`src/rtl/button_event_ctrl_if.sv`:
```
// Event stream bundle for button_event_ctrl: valid/ready handshake carrying a
// button index and a 2-bit event code. The master side is the controller.
interface button_event_ctrl_if #(
  parameter int ID_W = 2
);
  logic            EVT_VALID;
  logic            EVT_READY;
  logic [ID_W-1:0] EVT_ID;
  logic [1:0]      EVT_CODE;

  modport master (output EVT_VALID, output EVT_ID, output EVT_CODE, input EVT_READY);
  modport slave  (input EVT_VALID, input EVT_ID, input EVT_CODE, output EVT_READY);
endinterface

```
`src/rtl/button_event_ctrl.sv`:
```
// Multi-button front end: 2-flop sync, tick-based debounce, press/long/release
// events, round-robin arbitration onto one stream. Long press needs BUTTON_LONG_PRESS_EN.
module button_event_ctrl #(
  parameter int NUM_BTN      = 4,
  parameter int TICK_DIV     = 65536,
  parameter int STABLE_TICKS = 4,
  parameter int LONG_TICKS   = 64
) (
  input  logic                CLOCK,
  input  logic                NRESET,
  input  logic [NUM_BTN-1:0]  SWITCHI,
  output logic [NUM_BTN-1:0]  LEVEL,
  button_event_ctrl_if.master evt,
  output logic                OVERRUN
);

  localparam int ID_W  = (NUM_BTN > 1) ? $clog2(NUM_BTN) : 1;
  localparam int PRE_W = $clog2(TICK_DIV);
  localparam int STB_W = $clog2(STABLE_TICKS + 1);

  if (NUM_BTN < 1 || NUM_BTN > 16) begin : g_badNumBtn
    $error("button_event_ctrl: NUM_BTN must be 1..16");
  end
  if (TICK_DIV < 2) begin : g_badTickDiv
    $error("button_event_ctrl: TICK_DIV must be >= 2");
  end
  if (STABLE_TICKS < 1) begin : g_badStable
    $error("button_event_ctrl: STABLE_TICKS must be >= 1");
  end
  if (LONG_TICKS < 1) begin : g_badLong
    $error("button_event_ctrl: LONG_TICKS must be >= 1");
  end

  logic [PRE_W-1:0]   r_presc;
  logic               w_tick;
  logic [NUM_BTN-1:0] r_sync1, r_sync2, r_level;
  logic [NUM_BTN-1:0] w_rise, w_fall;
  logic [STB_W-1:0]   r_stabCnt  [NUM_BTN];
  logic [STB_W-1:0]   w_stabNext [NUM_BTN];

  logic [NUM_BTN-1:0] r_pendPress, r_pendRelease, w_pendLong, w_longSet;
  logic [NUM_BTN-1:0] w_grantPress, w_grantLong, w_grantRelease, w_anyPend;
  logic               r_evtValid, r_overrun, w_found, w_load, w_overrun;
  logic [ID_W-1:0]    r_evtId, r_rrPtr, w_winner, w_rrNext;
  logic [1:0]         r_evtCode, w_code;

  assign w_tick = (r_presc == PRE_W'(TICK_DIV - 1));

  always_ff @(posedge CLOCK) begin
    if (!NRESET) begin
      r_presc <= '0;
      r_sync1 <= '0;
      r_sync2 <= '0;
    end else begin
      r_presc <= w_tick ? '0 : r_presc + 1'b1;
      r_sync1 <= SWITCHI;
      r_sync2 <= r_sync1;
    end
  end

  // A level change is accepted on the tick that completes STABLE_TICKS differing samples.
  always_comb begin
    w_rise = '0;
    w_fall = '0;
    for (int b = 0; b < NUM_BTN; b++) begin
      w_stabNext[b] = r_stabCnt[b];
      if (w_tick) begin
        if (r_sync2[b] != r_level[b]) begin
          if (r_stabCnt[b] == STB_W'(STABLE_TICKS - 1)) begin
            w_stabNext[b] = '0;
            w_rise[b]     = ~r_level[b];
            w_fall[b]     = r_level[b];
          end else begin
            w_stabNext[b] = r_stabCnt[b] + 1'b1;
          end
        end else begin
          w_stabNext[b] = '0;
        end
      end
    end
  end

  always_ff @(posedge CLOCK) begin
    if (!NRESET) begin
      r_level <= '0;
      for (int b = 0; b < NUM_BTN; b++) r_stabCnt[b] <= '0;
    end else begin
      r_level <= r_level ^ (w_rise | w_fall);
      for (int b = 0; b < NUM_BTN; b++) r_stabCnt[b] <= w_stabNext[b];
    end
  end

`ifdef BUTTON_LONG_PRESS_EN
  localparam int HLD_W = $clog2(LONG_TICKS + 1);

  logic [HLD_W-1:0]   r_holdCnt [NUM_BTN];
  logic [NUM_BTN-1:0] r_pendLong;

  // Saturating hold counter makes the long event fire once per press.
  always_comb begin
    w_longSet = '0;
    for (int b = 0; b < NUM_BTN; b++)
      w_longSet[b] = w_tick && r_level[b] && (r_holdCnt[b] == HLD_W'(LONG_TICKS - 1));
  end

  always_ff @(posedge CLOCK) begin
    if (!NRESET) begin
      r_pendLong <= '0;
      for (int b = 0; b < NUM_BTN; b++) r_holdCnt[b] <= '0;
    end else begin
      r_pendLong <= (r_pendLong & ~w_grantLong) | w_longSet;
      for (int b = 0; b < NUM_BTN; b++) begin
        if (w_rise[b])
          r_holdCnt[b] <= '0;
        else if (w_tick && r_level[b] && (r_holdCnt[b] != HLD_W'(LONG_TICKS)))
          r_holdCnt[b] <= r_holdCnt[b] + 1'b1;
      end
    end
  end

  assign w_pendLong = r_pendLong;
`else
  assign w_longSet  = '0;
  assign w_pendLong = '0;
`endif

  // Round-robin: lowest pending index at or above the pointer, else lowest overall.
  always_comb begin
    w_load         = !r_evtValid || evt.EVT_READY;
    w_anyPend      = r_pendPress | r_pendRelease | w_pendLong;
    w_found        = 1'b0;
    w_winner       = '0;
    w_grantPress   = '0;
    w_grantLong    = '0;
    w_grantRelease = '0;
    w_code         = 2'b00;
    for (int b = NUM_BTN - 1; b >= 0; b--) begin
      if (w_anyPend[b] && (ID_W'(b) >= r_rrPtr)) begin
        w_found  = 1'b1;
        w_winner = ID_W'(b);
      end
    end
    if (!w_found) begin
      for (int b = NUM_BTN - 1; b >= 0; b--) begin
        if (w_anyPend[b]) begin
          w_found  = 1'b1;
          w_winner = ID_W'(b);
        end
      end
    end
    for (int b = 0; b < NUM_BTN; b++) begin
      if (w_load && w_found && (w_winner == ID_W'(b))) begin
        if (r_pendPress[b]) begin
          w_grantPress[b] = 1'b1;
          w_code          = 2'b01;
        end else if (w_pendLong[b]) begin
          w_grantLong[b] = 1'b1;
          w_code         = 2'b10;
        end else begin
          w_grantRelease[b] = 1'b1;
          w_code            = 2'b11;
        end
      end
    end
  end

  assign w_rrNext  = (w_winner == ID_W'(NUM_BTN - 1)) ? '0 : w_winner + 1'b1;
  assign w_overrun = |((w_rise    & r_pendPress   & ~w_grantPress)   |
                       (w_fall    & r_pendRelease & ~w_grantRelease) |
                       (w_longSet & w_pendLong    & ~w_grantLong));

  always_ff @(posedge CLOCK) begin
    if (!NRESET) begin
      r_pendPress   <= '0;
      r_pendRelease <= '0;
      r_evtValid    <= 1'b0;
      r_evtId       <= '0;
      r_evtCode     <= 2'b00;
      r_rrPtr       <= '0;
      r_overrun     <= 1'b0;
    end else begin
      r_pendPress   <= (r_pendPress & ~w_grantPress) | w_rise;
      r_pendRelease <= (r_pendRelease & ~w_grantRelease) | w_fall;
      r_overrun     <= w_overrun;
      if (w_load) begin
        r_evtValid <= w_found;
        if (w_found) begin
          r_evtId   <= w_winner;
          r_evtCode <= w_code;
          r_rrPtr   <= w_rrNext;
        end
      end
    end
  end

  assign LEVEL        = r_level;
  assign OVERRUN      = r_overrun;
  assign evt.EVT_VALID = r_evtValid;
  assign evt.EVT_ID    = r_evtId;
  assign evt.EVT_CODE  = r_evtCode;

endmodule

```
`src/flat_wrapper.sv`:
```
// flat-port wrapper written by rule: the top's interface ports become plain ports
module button_event_ctrl_flat 
#(
  parameter int NUM_BTN      = 4,
  parameter int TICK_DIV     = 65536,
  parameter int STABLE_TICKS = 4,
  parameter int LONG_TICKS   = 64
)
  (CLOCK, NRESET, SWITCHI, LEVEL, OVERRUN, evt_EVT_VALID, evt_EVT_ID, evt_EVT_CODE, evt_EVT_READY);
  button_event_ctrl_if #(.ID_W(2)) evt_i ();
  input  logic CLOCK;
  input  logic NRESET;
  input  logic [NUM_BTN-1:0] SWITCHI;
  output logic [NUM_BTN-1:0] LEVEL;
  output logic OVERRUN;
  output wire logic [$bits(evt_i.EVT_VALID)-1:0] evt_EVT_VALID;
  output wire logic [$bits(evt_i.EVT_ID)-1:0] evt_EVT_ID;
  output wire logic [$bits(evt_i.EVT_CODE)-1:0] evt_EVT_CODE;
  input wire logic [$bits(evt_i.EVT_READY)-1:0] evt_EVT_READY;
  assign evt_EVT_VALID = evt_i.EVT_VALID;
  assign evt_EVT_ID = evt_i.EVT_ID;
  assign evt_EVT_CODE = evt_i.EVT_CODE;
  assign evt_i.EVT_READY = evt_EVT_READY;
  button_event_ctrl #(.NUM_BTN(NUM_BTN), .TICK_DIV(TICK_DIV), .STABLE_TICKS(STABLE_TICKS), .LONG_TICKS(LONG_TICKS)) u_core (.CLOCK(CLOCK), .NRESET(NRESET), .SWITCHI(SWITCHI), .LEVEL(LEVEL), .evt(evt_i), .OVERRUN(OVERRUN));
endmodule
```
`config.mk`:
```
export PLATFORM = sky130hd
export DESIGN_NAME = button_event_ctrl_flat
export DESIGN_NICKNAME = d
export VERILOG_FILES = /design/src/rtl/button_event_ctrl_if.sv /design/src/rtl/button_event_ctrl.sv /design/src/flat_wrapper.sv
export SDC_FILE = /design/constraint.sdc
export NUM_CORES = 1
export LEC_CHECK = 0
export ABC_AREA = 0
export CAP_MARGIN = 15
export CORE_UTILIZATION = 44
export CTS_CLUSTER_SIZE = 10
export DETAILED_ROUTE_END_ITERATION = 6
export MAX_ROUTING_LAYER = met4
export SYNTH_ARGS = -nofsm -noshare
export SYNTH_HDL_FRONTEND = slang
export SYNTH_SLANG_ARGS = --single-unit
```
`constraint.sdc`:
```
create_clock -name CLOCK -period 3.1 [get_ports CLOCK]
set_clock_uncertainty 0.1 [all_clocks]
set_input_delay 0.775 -clock CLOCK [delete_from_list [all_inputs] [get_ports CLOCK]]
set_output_delay 0.775 -clock CLOCK [all_outputs]
set_load 0.005 [all_outputs]
```
==> metrics.csv, run 1 <==
metric,value,unit
gpl congestion,0.8390,
"Warnings, synthesis",0,
Netlist cell types,46,
Final WS setup,0.6937,ns
H-Tree Depth,2,
HPWL after detailed placement,3536,um
final hold viol count,0,
Synth Flop Type,dfxtp_1,
Post-synth EDFFs,0,
port bufs,16,
Antenna Cells,0,
initial antenna violation count,0,
Core Box Area,5574,sq um
WP data arrival,2.49,ns
Power Dens Cells,430.1,nW/um^2
Synth Instances,290,
crit end category,flop,
Register Area,1121,sq um
post-route ant nets,0,
layout cells sized above 1,5.519,%
status,"complete, no violations",
syn_area_per_cell,8.909,sq um
drt wl/cell,13.27,um
Clock Pin Slew Worst Setup and Hold Paths,0.10,ns
post_cts resized,0,
die span in y,78.63,um
Max VDD drop,264.2,uV
crit path capture,u_core.OVERRUN$_SDFF_PN0_,
Final Setup Violations,0,
fin. max-slew vios,0,
Worst setup SP type,flop,
clock latency on the worst-skew pair,0.31,ns
CP startpoint,u_core.r_pendPress[1]$_SDFF_PN0_,
final WL,5043,um
gr usage total,18.66,%
vias in the first global route,1902,
Detailed Route Iter0 Violations,100,
DRC viols,0,
Post-CTS Hold Buffers,0,
row cnt,27,
CTS Sinks,56,
slew margin rel.,52.18,%
RR Endpoint,u_core.OVERRUN$_SDFF_PN0_,
FILL cells,545,
CTS Buf Count,5,
DR pass1 iterations,4,
Required @ worst endpoint,3.18,ns
total negative slack,0,ns
DR vias/cell,5.326,
vias,2024,
CTS tree,built,
"FF+latch count, synth",56,
buffer count from post-CTS setup fixing,0,
highest clock rate,415.6,MHz
initial core utilization,46.35,%
kind of critical path,reg2reg,
sequential fraction of the synthesis area,43.39,%
Max Cap Viol,0,
Synth async-reset ratio,0,%
Post-Syn Nets,306,
setup slack after placement,0.5951,ns
Worst R2R Setup Slack,0.69,ns
Die W,78.63,um
Reg2Reg Depth,9,
cell leakage power,1.003,nW
pin count of the biggest net entering global routing,28,
final worst path period share,77.62,%
CTS Buffer Depth,2,
Reg-to-Reg Start,u_core.r_pendPress[1]$_SDFF_PN0_,
Worst-Margin Slew,0.7139,ns
io pins,17,
die area,6183,sq um
RSZ-0062 raised after global routing,false,
min-delay worst type,reg2reg,
nets,323,
Congestion Overflow GR,0,
Synth Cell Area,2584,sq um
first-pass GRT wire length,8859,um
Area growth syn-to-layout,12.93,%
Period minus WS final,2.406,ns
area occupied by multi-input gates,1375,sq um
CTS root buf,clkbuf_8,
crit path max fanout,8,
-- layer usage --
metal / GRT usage (%) / routed length [um]
met4: 6.111 / 53
met3: 3.488 / 144
met1: 26.81 / 2871
met2: 26.00 / 1973
met5: - / 0
-- metrics by stage --
step / instance area [sq um] / util, % / power (mW) / hold WS [ns] / std cells
floorplan: 2584 / - / 0.7704 / 0.3119 / 290
global placement: 2806 / 50.35 / 0.7857 / 0.3170 / 372
detailed placement: 2806 / 50.35 / 0.7860 / 0.3186 / 372
CTS: 2918 / 52.35 / 1.274 / 0.3441 / 380
global route: 2918 / 52.35 / 1.314 / 0.3560 / 380
finish: 2918 / 52.35 / 1.255 / 0.3387 / 380
-- kinds of logic after synthesis --
kind of cell / synth area share (%)
AO/OA/AOI/OAI: 15.30
XOR/XNOR: 5.085
adder cells (fa/ha/maj): 4.358
buffers and inverters: 3.389
flip-flops: 43.39
multiplexers: 0.7748
AND/OR/NAND/NOR: 27.70
-- state kept, by name, indices dropped and copies added, names as in the netlist --
name	count
u_core.r_presc	16
u_core.r_stabCnt	12
u_core.LEVEL	4
u_core.r_pendPress	4
u_core.r_pendRelease	4
u_core.r_sync1	4
u_core.r_sync2	4
u_core.evt.EVT_CODE	2
u_core.evt.EVT_ID	2
u_core.r_rrPtr	2
u_core.OVERRUN	1
u_core.evt.EVT_VALID	1
-- synth_stat cells, types with 3 or more instances --
cell type | instances | area (sq um)
dfxtp_1 | 56 | 1121
nand3_1 | 6 | 30.03
nor4_1 | 4 | 25.02
a22oi_1 | 3 | 22.52
xor2_1 | 6 | 52.55
nor3b_1 | 3 | 22.52
nand4_1 | 6 | 37.54
nand2b_1 | 13 | 81.33
and2_1 | 8 | 50.05
nor3_1 | 3 | 15.01
xnor2_1 | 9 | 78.83
nor4bb_1 | 5 | 50.05
clkbuf_1 | 3 | 11.26
or3_1 | 4 | 25.02
inv_1 | 9 | 33.78
o211ai_1 | 8 | 60.06
o21ai_0 | 13 | 65.06
a31oi_1 | 3 | 18.77
nor2_1 | 24 | 90.09
nand4b_1 | 8 | 70.07
nand2_1 | 28 | 105.1
ha_1 | 9 | 112.6
a21oi_1 | 28 | 140.1
-- worst max-delay path, cell delays in order, from the launching register on --
cell and delay [ns]:
dfxtp_1 0.38, or2_2 0.30, o311ai_0 0.43, nand2b_1 0.17, inv_1 0.11, ha_1 0.21, nand2b_1 0.11, o211a_1 0.21
a31oi_1 0.15, a41oi_1 0.12
-- cells in the final DEF, fill, tap and decap left out, types with 2 or more instances in the layout --
cell type	synthesis	routed
and2_1	8	8
and4_1	2	2
clkbuf_8	0	5
buf_4	2	3
nand4_1	6	6
inv_1	9	9
xor2_1	6	6
o21bai_1	2	2
a22oi_1	3	3
xnor2_1	9	9
ha_1	9	9
nand2_1	28	28
nor2_1	24	24
a31oi_1	3	3
a21oi_1	28	28
nor3_1	3	3
nand4b_1	8	8
or2_2	2	2
nor4_1	4	4
or3_1	4	4
nor4bb_1	5	5
clkdlybuf4s50_1	0	16
mux2i_1	2	2
o211ai_1	8	8
dfxtp_1	56	56
o21ai_0	13	13
nand2b_1	13	13
o311ai_0	2	2
a41oi_1	2	2
nand3_1	6	6
nor3b_1	3	3
-- worst min-delay path by stage --
stage / startpoint / endpoint / depth (start not counted)
2_1_floorplan: u_core.r_sync1[0]$_SDFF_PN0_ / u_core.r_sync2[0]$_SDFF_PN0_ / 1
3_3_place_gp: u_core.r_sync1[2]$_SDFF_PN0_ / u_core.r_sync2[2]$_SDFF_PN0_ / 1
3_5_place_dp: u_core.r_sync1[3]$_SDFF_PN0_ / u_core.r_sync2[3]$_SDFF_PN0_ / 1
4_1_cts: u_core.r_sync1[3]$_SDFF_PN0_ / u_core.r_sync2[3]$_SDFF_PN0_ / 1
5_1_grt: u_core.r_sync1[3]$_SDFF_PN0_ / u_core.r_sync2[3]$_SDFF_PN0_ / 1
6_report: u_core.r_sync1[2]$_SDFF_PN0_ / u_core.r_sync2[2]$_SDFF_PN0_ / 1
-- layout make-up --
cell class	instances	area share (%)
Tap cell	72	3.087
Timing Repair Buffer	19	6.261
Multi-Input combinational cell	215	47.13
Clock inverter	2	1.329
Sequential cell	56	38.42
Inverter	10	1.286
Clock buffer	6	2.487
-- where the power goes --
part / leakage, nW / switching, mW / internal, mW
registers: 0.453 / 0.00667 / 0.727
clock network: 0.0558 / 0.242 / 0.245
logic: 0.494 / 0.0192 / 0.0159
total: 1.00 / 0.268 / 0.988
Note: power is estimated with default switching activity, not from simulation.
==> run 2, diff against run 1 <==
- clock period: 3.1 -> 2.1 ns (I/O delays scaled with it)
==> run 2 against run 1 <==
  * The run now ends with negative setup slack left
  * Die area unchanged
  * Register-to-register slack worse by 0.75 ns
  * Total power up 45%
  * Combinational power up 70%
  * Clock-buffer cell count down 1
  * Via count up 8.0%
  * Global-route usage up 1.6 points
==> metrics.csv, run 2 (synthesized netlist as in run 1, its figures left out) <==
metric,value,unit
Reg2Reg Depth,9,
Required @ worst endpoint,2.18,ns
WP data arrival,2.24,ns
Congestion Overflow GR,0,
critical-path cell with the highest stage delay,dfxtp_2,
kind of critical path,reg2reg,
slew margin rel.,68.37,%
Antenna Cells,0,
RSZ-0062 raised after global routing,true,
max reg flops,16,
Final Setup Violations,1,
vias,2185,
Reg-to-Reg Start,u_core.r_pendPress[1]$_SDFF_PN0_,
Final WS setup,-0.05224,ns
Worst setup SP type,flop,
Worst R2R Setup Slack,-0.05,ns
crit end category,flop,
nets,350,
CTS Buffer Depth,2,
CTS root buf,clkbuf_8,
die span in y,78.63,um
CTS Buf Count,5,
Inst Count DP,395,
gr usage total,20.25,%
layout cells sized above 1,19.22,%
Die W,78.63,um
final hold viol count,0,
vias in the first global route,2033,
CTS Sinks,56,
final worst path period share,102.5,%
DR pass1 iterations,4,
first-pass GRT wire length,9494,um
pin count of the biggest net entering global routing,28,
H-Tree Depth,2,
min-delay worst type,reg2reg,
fin. max-slew vios,0,
Detailed Route Iter0 Violations,130,
Post-CTS Hold Buffers,0,
initial core utilization,46.35,%
hold path cells,1,
post-route ant nets,0,
largest reg by FF count,u_core.r_presc,
"commonest non-fill, non-tap cells in the layout","51 x dfxtp_1, 28 x buf_4, 27 x a21oi_1, 27 x nand2_1, 23 x nor2_1",
highest clock rate,464.6,MHz
cell leakage power,1.151,nW
setup slack after placement,-0.09509,ns
"commonest non-fill, non-tap cell in the layout",dfxtp_1,
Final Core Density,58.29,%
status,"finished, violations left",
Area growth syn-to-layout,25.76,%
die area,6183,sq um
delay of the slowest cell on the worst path,0.33,ns
Clock Pin Slew Worst Setup and Hold Paths,0.09,ns
failing checks,negative setup slack,
Min-Delay Endpoint,u_core.r_sync2[0]$_SDFF_PN0_,
Placed Instance Area,3004,sq um
clock latency on the worst-skew pair,0.31,ns
CTS tree,built,
Core Box Area,5574,sq um
total negative slack,-0.05224,ns
initial antenna violation count,0,
Power Dens Cells,559.7,nW/um^2
row cnt,27,
DR vias/cell,5.395,
final WL,5561,um
gpl congestion,0.8722,
Max Cap Viol,0,
Period minus WS final,2.152,ns
io pins,17,
HPWL after detailed placement,3743,um
hold_sp,u_core.r_sync1[0]$_SDFF_PN0_,
"Cell Chain, Critical Path","or2_4, o311ai_4, nand2b_1, inv_2, ha_4, nand2b_4, o211a_1, a31oi_2, a41oi_2",
crit path max fanout,3,
Max VDD drop,362.5,uV
biggest regs,"u_core.r_presc x16, u_core.r_stabCnt x12",
drt wl/cell,13.73,um
Finished Layout Cells,405,
DRC viols,0,
Worst-Margin Slew,0.4681,ns
port bufs,16,
RR Endpoint,u_core.OVERRUN$_SDFF_PN0_,
FILL cells,512,
Final Instance Area,3249,sq um
==> run 2: worst max-delay path by stage <==
stage                                        from                   endpoint  slack, ns  cells after the start
3_3_place_gp   u_core.r_pendRelease[1]$_SDFF_PN0_  u_core.OVERRUN$_SDFF_PN0_      -0.04                      9
3_5_place_dp   u_core.r_pendRelease[2]$_SDFF_PN0_  u_core.OVERRUN$_SDFF_PN0_       -0.1                      9
6_report         u_core.r_pendPress[1]$_SDFF_PN0_  u_core.OVERRUN$_SDFF_PN0_      -0.05                      9
4_1_cts          u_core.r_pendPress[1]$_SDFF_PN0_  u_core.OVERRUN$_SDFF_PN0_       0.02                      9
5_1_grt          u_core.r_pendPress[1]$_SDFF_PN0_  u_core.OVERRUN$_SDFF_PN0_      -0.13                      9
2_1_floorplan    u_core.r_pendPress[1]$_SDFF_PN0_  u_core.OVERRUN$_SDFF_PN0_      0.002                      9
==> run 2: routing by layer <==
layer,global-route usage (%),wire length [um]
met5,-,0
met2,28.96,2395
met1,27.61,2866
met4,8.333,116
met3,4.186,182
==> run 2: what timing repair did <==
action,in CTS,in global routing
pin swaps,3,11
cloned,0,0
endpoints found under the setup margin,4,8
setup buffers,2,2
gates resized for setup,8,20
==> run 2: where the power goes <==
group / total (mW) / internal, mW / switching [mW] / leakage (nW)
clock: 0.677 / 0.343 / 0.334 / 0.0501
combinational: 0.0595 / 0.0296 / 0.0299 / 0.645
sequential: 1.08 / 1.07 / 0.00965 / 0.456
total: 1.82 / 1.45 / 0.373 / 1.15
==> run 2: through the flow <==
stage | hold slack, ns | power [mW]
finish | 0.3424 | 1.819
global route | 0.3696 | 1.907
CTS | 0.3505 | 1.845
detailed placement | 0.3268 | 1.167
global placement | 0.3140 | 1.167
floorplan | 0.3119 | 1.137
==> run 2: area by class of cell <==
cell class                 count  area, sq um  share of cell area (%)
timing repair buffer          46        410.4                   12.63
sequential                    56         1127                   34.69
clock buffer                   5        68.82                   2.118
tap                           72        90.09                   2.772
clock inverter                 1        30.03                  0.9241
inverter                      10        37.54                   1.155
multi-input combinational    215         1485                   45.71
==> run 2: worst max-delay path, delay by kind of cell (launching register included) <==
| family | cells | cell delay [ns] |
|---|---|---|
| DFF | 1 | 0.33 |
| and+or+nand+nor | 3 | 0.46 |
| buffers and inverters | 1 | 0.12 |
| adders and majority gates | 1 | 0.15 |
| AOI/OAI and AO/OA | 4 | 0.86 |
==> run 3, diff against run 2 <==
- SLEW_MARGIN: default -> 20
==> results of run 3 <==
The final DEF is identical to that of run 2; final timing and power are the same.
